[src/rtl/xbar_pkg.sv]
// Shared definitions for the crossbar ID order tracker.
// Holds the default configuration and the per-ID table entry layout for that
// configuration. Modules import this package with xbar_pkg::*.
package xbar_pkg;

  localparam int unsigned DEF_SLAVES     = 2;
  localparam int unsigned DEF_MAX_PER_ID = 4;

  // A single-slave build still needs a 1-bit dest field.
  localparam int unsigned DEST_W = (DEF_SLAVES > 1) ? $clog2(DEF_SLAVES) : 1;
  localparam int unsigned CNT_W  = $clog2(DEF_MAX_PER_ID + 1);

  typedef struct packed {
    logic [CNT_W-1:0]  cnt;
    logic [DEST_W-1:0] dest;
  } id_entry_t;

endpackage

[src/rtl/xbar_id_entry.sv]
// One table entry of the ID order tracker: outstanding-burst counter plus the
// destination slave of those bursts.
// Ports:
//   ACLK, ARESETn  clock, synchronous active-low reset
//   inc, dec       issue / retire for this ID (both together leave cnt unchanged)
//   load, dest_in  capture destination of an issued burst
//   cnt, dest      registered entry state
module xbar_id_entry
  import xbar_pkg::*;
#(
  parameter int unsigned CNT_W   = 3,
  parameter int unsigned DEST_W  = 1,
  parameter int unsigned MAX_CNT = 4
) (
  input  logic              ACLK,
  input  logic              ARESETn,
  input  logic              inc,
  input  logic              dec,
  input  logic              load,
  input  logic [DEST_W-1:0] dest_in,
  output logic [CNT_W-1:0]  cnt,
  output logic [DEST_W-1:0] dest
);

  always_ff @(posedge ACLK) begin
    if (!ARESETn) begin
      cnt  <= '0;
      dest <= '0;
    end else begin
      if (inc && !dec)
        cnt <= cnt + CNT_W'(1);
      else if (dec && !inc)
        cnt <= cnt - CNT_W'(1);
      if (load)
        dest <= dest_in;
    end
  end

  // The top-level block/retire gating must keep the counter inside 0..MAX_CNT.
  always_ff @(posedge ACLK) begin
    if (ARESETn) begin
      assert (!(inc && !dec && cnt == CNT_W'(MAX_CNT)))
        else $error("xbar_id_entry: counter overflow");
      assert (!(dec && !inc && cnt == '0))
        else $error("xbar_id_entry: counter underflow");
    end
  end

endmodule

[src/rtl/xbar_id_order_tracker.sv]
// Per-ID outstanding-transaction tracker for one master-side crossbar port.
// Allows up to MAX_PER_ID outstanding bursts per ID as long as they all target
// the same slave (keeps AXI same-ID ordering), and caps the port total at
// MAX_TOTAL.
// Ports:
//   ACLK, ARESETn            clock, synchronous active-low reset
//   req_id/req_dest/req_valid head-of-FIFO request
//   req_block                combinational: request must not be forwarded
//   req_fire                 request forwarded this cycle
//   rsp_id/rsp_last/rsp_fire response beat accepted into the return FIFO
//   total_cnt, idle          outstanding bursts on this port, total_cnt==0
//   err_underflow            sticky: retire for an ID with zero count
//   err_overissue            sticky: req_fire while req_block
module xbar_id_order_tracker
  import xbar_pkg::*;
#(
  parameter int unsigned ID_WIDTH       = 4,
  parameter int unsigned slaves         = DEF_SLAVES,
  parameter int unsigned MAX_PER_ID     = DEF_MAX_PER_ID,
  parameter int unsigned MAX_TOTAL      = 8,
  parameter int unsigned RETIRE_ON_LAST = 1
) (
  input  logic                             ACLK,
  input  logic                             ARESETn,
  input  logic [ID_WIDTH-1:0]              req_id,
  input  logic [((slaves > 1) ? $clog2(slaves) : 1)-1:0] req_dest,
  input  logic                             req_valid,
  output logic                             req_block,
  input  logic                             req_fire,
  input  logic [ID_WIDTH-1:0]              rsp_id,
  input  logic                             rsp_last,
  input  logic                             rsp_fire,
  output logic [$clog2(MAX_TOTAL+1)-1:0]   total_cnt,
  output logic                             idle,
  output logic                             err_underflow,
  output logic                             err_overissue
);

  localparam int unsigned N_IDS = 1 << ID_WIDTH;
  localparam int unsigned ENT_DEST_W = (slaves > 1) ? $clog2(slaves) : 1;
  localparam int unsigned ENT_CNT_W  = $clog2(MAX_PER_ID + 1);
  localparam int unsigned TOT_W      = $clog2(MAX_TOTAL + 1);

  logic [ENT_CNT_W-1:0]  cnt  [N_IDS];
  logic [ENT_DEST_W-1:0] dest [N_IDS];

  logic [ENT_CNT_W-1:0]  head_cnt;
  logic [ENT_DEST_W-1:0] head_dest;
  logic [ENT_CNT_W-1:0]  rsp_cnt;
  logic retire, retire_ok, issue;
  logic hazard, id_full, tot_full;

  always_comb begin
    head_cnt  = cnt[req_id];
    head_dest = dest[req_id];
    rsp_cnt   = cnt[rsp_id];

    retire    = rsp_fire && (rsp_last || (RETIRE_ON_LAST == 0));
    // A retire on an empty ID frees nothing, so it must not open the total cap.
    retire_ok = retire && (rsp_cnt != '0);

    hazard   = (head_cnt != '0) && (head_dest != req_dest);
    id_full  = (head_cnt == ENT_CNT_W'(MAX_PER_ID));
    tot_full = (total_cnt == TOT_W'(MAX_TOTAL));

    req_block = !req_valid || hazard || id_full || (tot_full && !retire_ok);
    issue     = req_fire && !req_block;
  end

  for (genvar i = 0; i < N_IDS; i++) begin : g_entry
    logic hit_req, hit_rsp;
    assign hit_req = issue && (req_id == ID_WIDTH'(i));
    assign hit_rsp = retire_ok && (rsp_id == ID_WIDTH'(i));

    xbar_id_entry #(
      .CNT_W   (ENT_CNT_W),
      .DEST_W  (ENT_DEST_W),
      .MAX_CNT (MAX_PER_ID)
    ) u_entry (
      .ACLK    (ACLK),
      .ARESETn (ARESETn),
      .inc     (hit_req),
      .dec     (hit_rsp),
      .load    (hit_req),
      .dest_in (req_dest),
      .cnt     (cnt[i]),
      .dest    (dest[i])
    );
  end

  always_ff @(posedge ACLK) begin
    if (!ARESETn) begin
      total_cnt     <= '0;
      err_underflow <= 1'b0;
      err_overissue <= 1'b0;
    end else begin
      case ({issue, retire_ok})
        2'b10:   total_cnt <= total_cnt + TOT_W'(1);
        2'b01:   total_cnt <= total_cnt - TOT_W'(1);
        default: total_cnt <= total_cnt;
      endcase
      if (retire && !retire_ok)
        err_underflow <= 1'b1;
      if (req_fire && req_block)
        err_overissue <= 1'b1;
    end
  end

  assign idle = (total_cnt == '0);

  always_ff @(posedge ACLK) begin
    if (ARESETn) begin
      assert (!(issue && !retire_ok && tot_full))
        else $error("xbar_id_order_tracker: total_cnt overflow");
    end
  end

endmodule

[config.mk]
export PLATFORM = sky130hd
export DESIGN_NAME = xbar_id_order_tracker
export DESIGN_NICKNAME = d
export VERILOG_FILES = /design/src/rtl/xbar_pkg.sv /design/src/rtl/xbar_id_entry.sv /design/src/rtl/xbar_id_order_tracker.sv
export SDC_FILE = /design/constraint.sdc
export NUM_CORES = 1
export LEC_CHECK = 0
export CORE_MARGIN = 2
export CORE_UTILIZATION = 45
export DETAILED_ROUTE_END_ITERATION = 10
export PLACE_DENSITY_LB_ADDON = 0.15
export SLEW_MARGIN = 20
export SYNTH_ARGS = -nofsm -noshare
export SYNTH_HDL_FRONTEND = slang
export SYNTH_SLANG_ARGS = --single-unit
[constraint.sdc]
create_clock -name ACLK -period 6 [get_ports ACLK]
set_input_delay 1.5 -clock ACLK [delete_from_list [all_inputs] [get_ports ACLK]]
set_output_delay 1.5 -clock ACLK [all_outputs]
set_load 0.01 [all_outputs]
==> summary.md, run 1 <==
| Metric | Value |
|---|---|
| Crit start category | `input port` |
| Starting density of the core | `46.5%` |
| Hold Path Stages | `2` |
| Final hold violations | `0` |
| Yosys Warn Count | `0` |
| Post-DP HPWL | `7630 µm` |
| H-tree Lvls | `3` |
| Hold Buf Count CTS | `0` |
| Crit-path max FO | `6` |
| Syn avg cell area | `9.83 µm²` |
| Worst skew pair latency | `0.35 ns` |
| Row count | `36` |
| Library cells used by synthesis | `41` |
| Largest area contributor in the netlist | `dfxtp_1` |
| Antenna violations before repair | `0` |
| Power Density | `214 mW/mm²` |
| Post_cts resized | `0` |
| IR Drop Worst-Case VDD | `0.111 mV` |
| Syn_nets | `516` |
| Critical setup path kind | `input port to output pin` |
| RSZ-0062 raised after global routing | `no` |
| Clk slew on worst S/H paths | `0.08 ns` |
| Total Wirelength | `10200 µm` |
| Peak Freq | `171 MHz` |
| Multi-input logic area | `0.00295 mm²` |
| Reg2Reg Setup Slack | `2.05 ns` |
| Worst Hold Class | `flip-flop to flip-flop` |
| First-pass GRT wire length | `17500 µm` |
| GRT Total Usage | `20.0%` |
| Sw Pwr | `0.283 mW` |
| DIE HEIGHT | `105 µm` |
| Max-slew violations | `0` |
| Period utilization | `97.4%` |
| Final setup violation count | `0` |
| Synth top area share | `30.7%` |
| Worst slew margin | `54.8%` |
| Layout Skew | `0.0119 ns` |
| FF+latch area | `0.00140 mm²` |
| First drt pass iteration count | `5` |
| Core area | `0.00982 mm²` |
| Root Buffer | `clkbuf_8` |
| Die Width | `105 µm` |
| Setup repair bufs after CTS | `0` |
| Sw Share | `25.6%` |
| Clock share of power | `41.2%` |
| DRC viols | `0` |
| RR Startpoint | `g_entry[7].u_entry.dest$_SDFFE_PN0P_` |
| NumNets Final | `536` |
| FILL cells | `936` |
| Worst Reg-to-Reg Cells | `12` |
| Leakage power | `1.94 nW` |
| Largest net degree at the start of global routing | `72` |
| Register bit count reported by yosys | `70` |
| Final GP Congestion | `0.883` |
| Dpl cells | `607` |
| Port Buffers | `22` |
| Area delta synth->final | `13.1%` |
| Sequential cell area fraction in the yosys report | `30.7%` |
| GRT overflow | `0` |
| Int Pwr | `0.824 mW` |
| IO Pins | `23` |
| Routed len/inst | `16.3 µm` |
| Post-DR vias/cell | `5.48` |
| Hold Path End | `g_entry[8].u_entry.dest$_SDFFE_PN0P_` |
| Die ar. | `0.0110 mm²` |
| CTS tree | `yes` |
| Clock Tree Buf Depth | `2` |
| Register share of total power | `44.2%` |
| Ant diodes | `0` |
| Vias in the first global route | `3433` |
| Finished Layout Cells | `623` |
| Share of cells above drive strength 1 | `10.4%` |
| Synth area leaders | `dfxtp_1, fa_1, mux2i_1, ha_1, mux4_1` |
| Slew @ Worst Pin | `0.676 ns` |
| # clock sinks | `70` |
| Syn Inst Count | `465` |
| Crit path DAT | `4.34 ns` |
| Comb power frac | `14.6%` |
| Inserted Clock Buffers | `9` |
| Final TNS setup | `0 ns` |
| Via Count | `3411` |
| RR Endpoint | `g_entry[12].u_entry.cnt[2]$_SDFFE_PN0P_` |
| Synthesized cell area | `0.00457 mm²` |
| Min-delay src | `g_entry[8].u_entry.dest$_SDFFE_PN0P_` |
| Final min period | `5.84 ns` |
| Critical Path RT | `4.50 ns` |
| Post-DRT Antenna Nets | `0` |
| Outcome | `finished, final reports clean` |
| Iteration-0 DRC Markers | `163` |
| Crit. End Element | `output pin` |
| Max-cap violation count | `0` |
[area by class of cell]
class / instances / share of cell area [%]
Multi-Input combinational cell: 342 / 57.1
Clock buffer: 9 / 2.40
Clock inverter: 7 / 2.18
Timing Repair Buffer: 31 / 5.76
Tap cell: 133 / 3.22
Sequential cell: 70 / 27.1
Inverter: 31 / 2.25
[power by group through the flow]
stage               clock [mW]  sequential [mW]  combinational, mW
floorplan                    0            0.498              0.110
finish                   0.456            0.489              0.162
detailed placement           0            0.500              0.162
global placement             0            0.500              0.159
global route             0.487            0.491              0.179
CTS                      0.467            0.489              0.163
[registers in the layout, indices dropped and copies added, names as in the netlist]
signal and count:
err_overissue 1, err_underflow 1, g_entry.u_entry.cnt 48, g_entry.u_entry.dest 16
total_cnt 4
[cells in the final DEF, fill, tap and decap left out, types with 14 or more instances in the layout]
master	synthesis	routed
inv_1	30	30
and2_1	19	19
xnor2_1	18	18
or3_1	17	17
clkdlybuf4s50_1	0	21
fa_1	17	17
nor2_1	14	14
nor3_1	14	14
a21boi_0	17	17
o21ai_0	19	19
mux2i_1	33	33
xor2_1	18	18
nand2_1	39	39
dfxtp_1	70	70
nor2b_1	18	18
ha_1	19	19
[through the flow]
stage	setup WS (ns)	utilization (%)	hold slack [ns]	power [mW]	instance area, µm²
5_1_grt	0.0388	52.6	0.493	1.16	5170
3_3_place_gp	0.155	50.2	0.441	0.659	4930
2_1_floorplan	0.893	-	0.430	0.609	4570
3_5_place_dp	0.151	50.2	0.452	0.662	4930
6_report	0.158	52.6	0.462	1.11	5170
4_1_cts	0.134	52.6	0.463	1.12	5160
[layer usage]
layer,vias to the layer above,share of wire (%),GRT usage [%]
li1,1674,-,-
met1,1661,49,27.9
met2,65,46,31.0
met3,11,3.4,4.12
met4,0,1.7,6.10
met5,-,0,0
[cell families (layout without fill, tap and decap cells)]
logic type | count (synthesis) | in the layout | share of synthesized area [%]
and+or+nand+nor | 162 | 162 | 21.9
DFF | 70 | 70 | 30.7
AOI/OAI and AO/OA | 62 | 62 | 8.90
buffers and inverters | 53 | 78 | 5.07
muxes | 46 | 46 | 14.0
adders and majority gates | 36 | 36 | 12.7
xor gates and xnor gates | 36 | 36 | 6.90
[synth_stat cells (all sizes together)]
| cell type | n |
|---|---|
| a21oi | 9 |
| mux2 | 1 |
| a31oi | 5 |
| a311oi | 4 |
| a2111oi | 4 |
| xor2 | 18 |
| o21ai | 19 |
| inv | 31 |
| or3 | 17 |
| nor2 | 14 |
| nor4 | 19 |
| fa | 17 |
| nand4 | 1 |
| and2b | 1 |
| nand2 | 39 |
| ha | 19 |
| mux2i | 33 |
| nor2b | 18 |
| nand4b | 1 |
| o21a | 2 |
| mux4 | 12 |
| a21boi | 17 |
| a2bb2oi | 1 |
| clkbuf | 15 |
| or4 | 1 |
| buf | 7 |
| and2 | 19 |
| nor3 | 20 |
| xnor2 | 18 |
| a21o | 1 |
| dfxtp | 70 |
| nand3 | 10 |
| nor3b | 2 |
[worst max-delay path by stage]
stage                     startpoint         to
after floorplan            req_id[1]  req_block
after global placement     req_id[3]  req_block
after detailed placement   req_id[3]  req_block
after CTS                  req_id[3]  req_block
after global routing       req_id[3]  req_block
final                      req_id[3]  req_block
[critical path, cell delays in order]
cell and delay, ns:
clkdlybuf4s50_1 0.61, mux4_1 0.59, mux4_2 0.47, xor2_1 0.17
mux2_4 0.28, nor2_1 0.18, inv_1 0.06, clkdlybuf4s50_1 0.47
(Power assumes the default switching activity.)
==> inputs of run 2 (changes only) <==
SKIP_CTS_REPAIR_TIMING = 1   (was default)
==> results of run 2 <==
Final layout, timing and power as in run 1 (identical DEF).
==> inputs of run 3 (changes only) <==
CAP_MARGIN = 20   (was default)
PLACE_DENSITY = 0.68   (was default)
PLACE_DENSITY_LB_ADDON = default   (was 0.15)
RECOVER_POWER = 50   (was default)
==> run 3 against run 2 <==
Compared with the run above:
- sequential share of layout area up 1.0 points
- combinational power fell by 7%
- register-to-register slack lost 0.22 ns
- die area is the same
- routed wire length is 2.0% lower
- worst hold slack better by 0.0026 ns
- design area fell by 3.6%
- cell count is 0.16% higher
- via count fell by 0.97%
- power is 11% lower
- highest routed layer unchanged
==> summary.md, run 3 (synthesized netlist as in run 1, its figures left out) <==
| Metric | Value |
|---|---|
| Power Density | `198 mW/mm²` |
| Post-DP HPWL | `7720 µm` |
| Max incr delay on CP | `0.61 ns` |
| Layout Skew | `0.0101 ns` |
| Most frequent cells in the layout | `dfxtp_1, nand2_1, mux2i_1, inv_1` |
| Final hold violations | `0` |
| Min-delay src | `g_entry[15].u_entry.dest$_SDFFE_PN0P_` |
| Most flops, register | `g_entry.u_entry.cnt` |
| FF+latch area | `0.00140 mm²` |
| First drt pass iteration count | `5` |
| Share of cells above drive strength 1 | `7.54%` |
| Final TNS setup | `0 ns` |
| # clock sinks | `70` |
| Worst slew margin | `30.1%` |
| Leakage power | `1.90 nW` |
| Vias in the first global route | `3406` |
| Finished Layout Cells | `624` |
| Multi-input logic area | `0.00283 mm²` |
| Commonest non-fill, non-tap cell in the layout | `dfxtp_1` |
| Largest net degree at the start of global routing | `72` |
| Iteration-0 DRC Markers | `181` |
| CP Cell Sequence | `clkdlybuf4s50_1 -> mux4_1 -> mux4_2 -> xor2_1 -> mux2_4 -> nor2_1 -> inv_1 -> clkdlybuf4s50_1` |
| RR Startpoint | `g_entry[14].u_entry.cnt[0]$_SDFFE_PN0P_` |
| Crit start category | `input port` |
| GRT Total Usage | `19.8%` |
| Final setup violation count | `0` |
| Final GP Congestion | `0.958` |
| RSZ-0062 raised after global routing | `no` |
| Most used cell, CP | `clkdlybuf4s50_1` |
| Outcome | `finished, final reports clean` |
| Post-DR vias/cell | `5.41` |
| Period utilization | `97.1%` |
| Critical setup path kind | `input port to output pin` |
| NumNets Final | `538` |
| Worst path slowest cell | `clkdlybuf4s50_1` |
| Peak Freq | `172 MHz` |
| FILL cells | `927` |
| Largest regs | `g_entry.u_entry.cnt x48, g_entry.u_entry.dest x16, total_cnt x4` |
| Clk slew on worst S/H paths | `0.07 ns` |
| H-tree Lvls | `3` |
| Total Wirelength | `9970 µm` |
| Crit-path max FO | `5` |
| First-pass GRT wire length | `17200 µm` |
| Util after Layout | `50.7%` |
| Worst Hold Class | `flip-flop to flip-flop` |
| Slew @ Worst Pin | `1.05 ns` |
| Inserted Clock Buffers | `9` |
| DRC viols | `0` |
| Via Count | `3378` |
| Ant diodes | `0` |
| Max-cap violation count | `0` |
| Row count | `36` |
| Largest register FFs | `48` |
| Worst skew pair latency | `0.35 ns` |
| Crit. End Element | `output pin` |
| Die Width | `105 µm` |
| Die ar. | `0.0110 mm²` |
| Post-DRT Antenna Nets | `0` |
| IO Pins | `23` |
| Dpl cells | `609` |
| Port Buffers | `22` |
| Crit path from | `req_id[3]` |
| Crit path DAT | `4.33 ns` |
| Starting density of the core | `46.5%` |
| Critical Path RT | `4.50 ns` |
| Routed len/inst | `16.0 µm` |
| Clock Tree Buf Depth | `2` |
| GRT overflow | `0` |
| CTS tree | `yes` |
| Max-slew violations | `0` |
| DIE HEIGHT | `105 µm` |
| Area delta synth->final | `9.04%` |
| Core area | `0.00982 mm²` |
| Final min period | `5.83 ns` |
| Root Buffer | `clkbuf_8` |
| IR Drop Worst-Case VDD | `0.110 mV` |
| Antenna violations before repair | `0` |
[run 3: final timing paths]
| kind | to | slack [ns] | depth (start not counted) |
|---|---|---|---|
| max | req_block | 0.17 | 8 |
| min | g_entry[15].u_entry.dest$_SDFFE_PN0P_ | 0.46 | 2 |
| max reg2reg | g_entry[15].u_entry.cnt[2]$_SDFFE_PN0P_ | 1.83 | 13 |
| min reg2reg | g_entry[15].u_entry.dest$_SDFFE_PN0P_ | 0.46 | 2 |
[run 3: routing by layer]
| metal | part of all wire [%] | vias up | wire, µm | track usage [%] |
|---|---|---|---|---|
| met1 | 46 | 1618 | 4570 | 26.8 |
| li1 | - | 1681 | - | - |
| met5 | 0 | - | 0 | 0 |
| met3 | 3.7 | 17 | 373 | 2.87 |
| met4 | 2.2 | 0 | 217 | 9.14 |
| met2 | 48 | 62 | 4810 | 31.2 |
[run 3: power breakdown]
part           internal, mW  switching, mW
Clock                 0.170          0.175
Sequential            0.476         0.0135
Combinational        0.0707         0.0807
Total                 0.716          0.269
[run 3: stage by stage]
stage	power (mW)	setup slack [ns]	hold WS, ns	cell area (µm²)
after CTS	1.01	0.157	0.464	5100
final	0.985	0.173	0.465	4980
after detailed placement	0.662	0.114	0.451	4930
after floorplan	0.609	0.893	0.430	4570
after global placement	0.657	0.231	0.444	4930
after global routing	1.03	0.0378	0.481	4980
[run 3: cell type report]
type | count | area share [%]
Sequential cell | 70 | 28.1
Timing Repair Buffer | 33 | 5.90
Clock buffer | 12 | 3.11
Inverter | 31 | 2.34
Clock inverter | 3 | 0.402
Multi-Input combinational cell | 342 | 56.8
Tap cell | 133 | 3.34
[run 3: critical path, delay by kind of cell]
family | cells | cell delay (ns)
xor gates and xnor gates | 1 | 0.16
muxes | 3 | 1.37
buffers and inverters | 3 | 1.14
and+or+nand+nor | 1 | 0.16
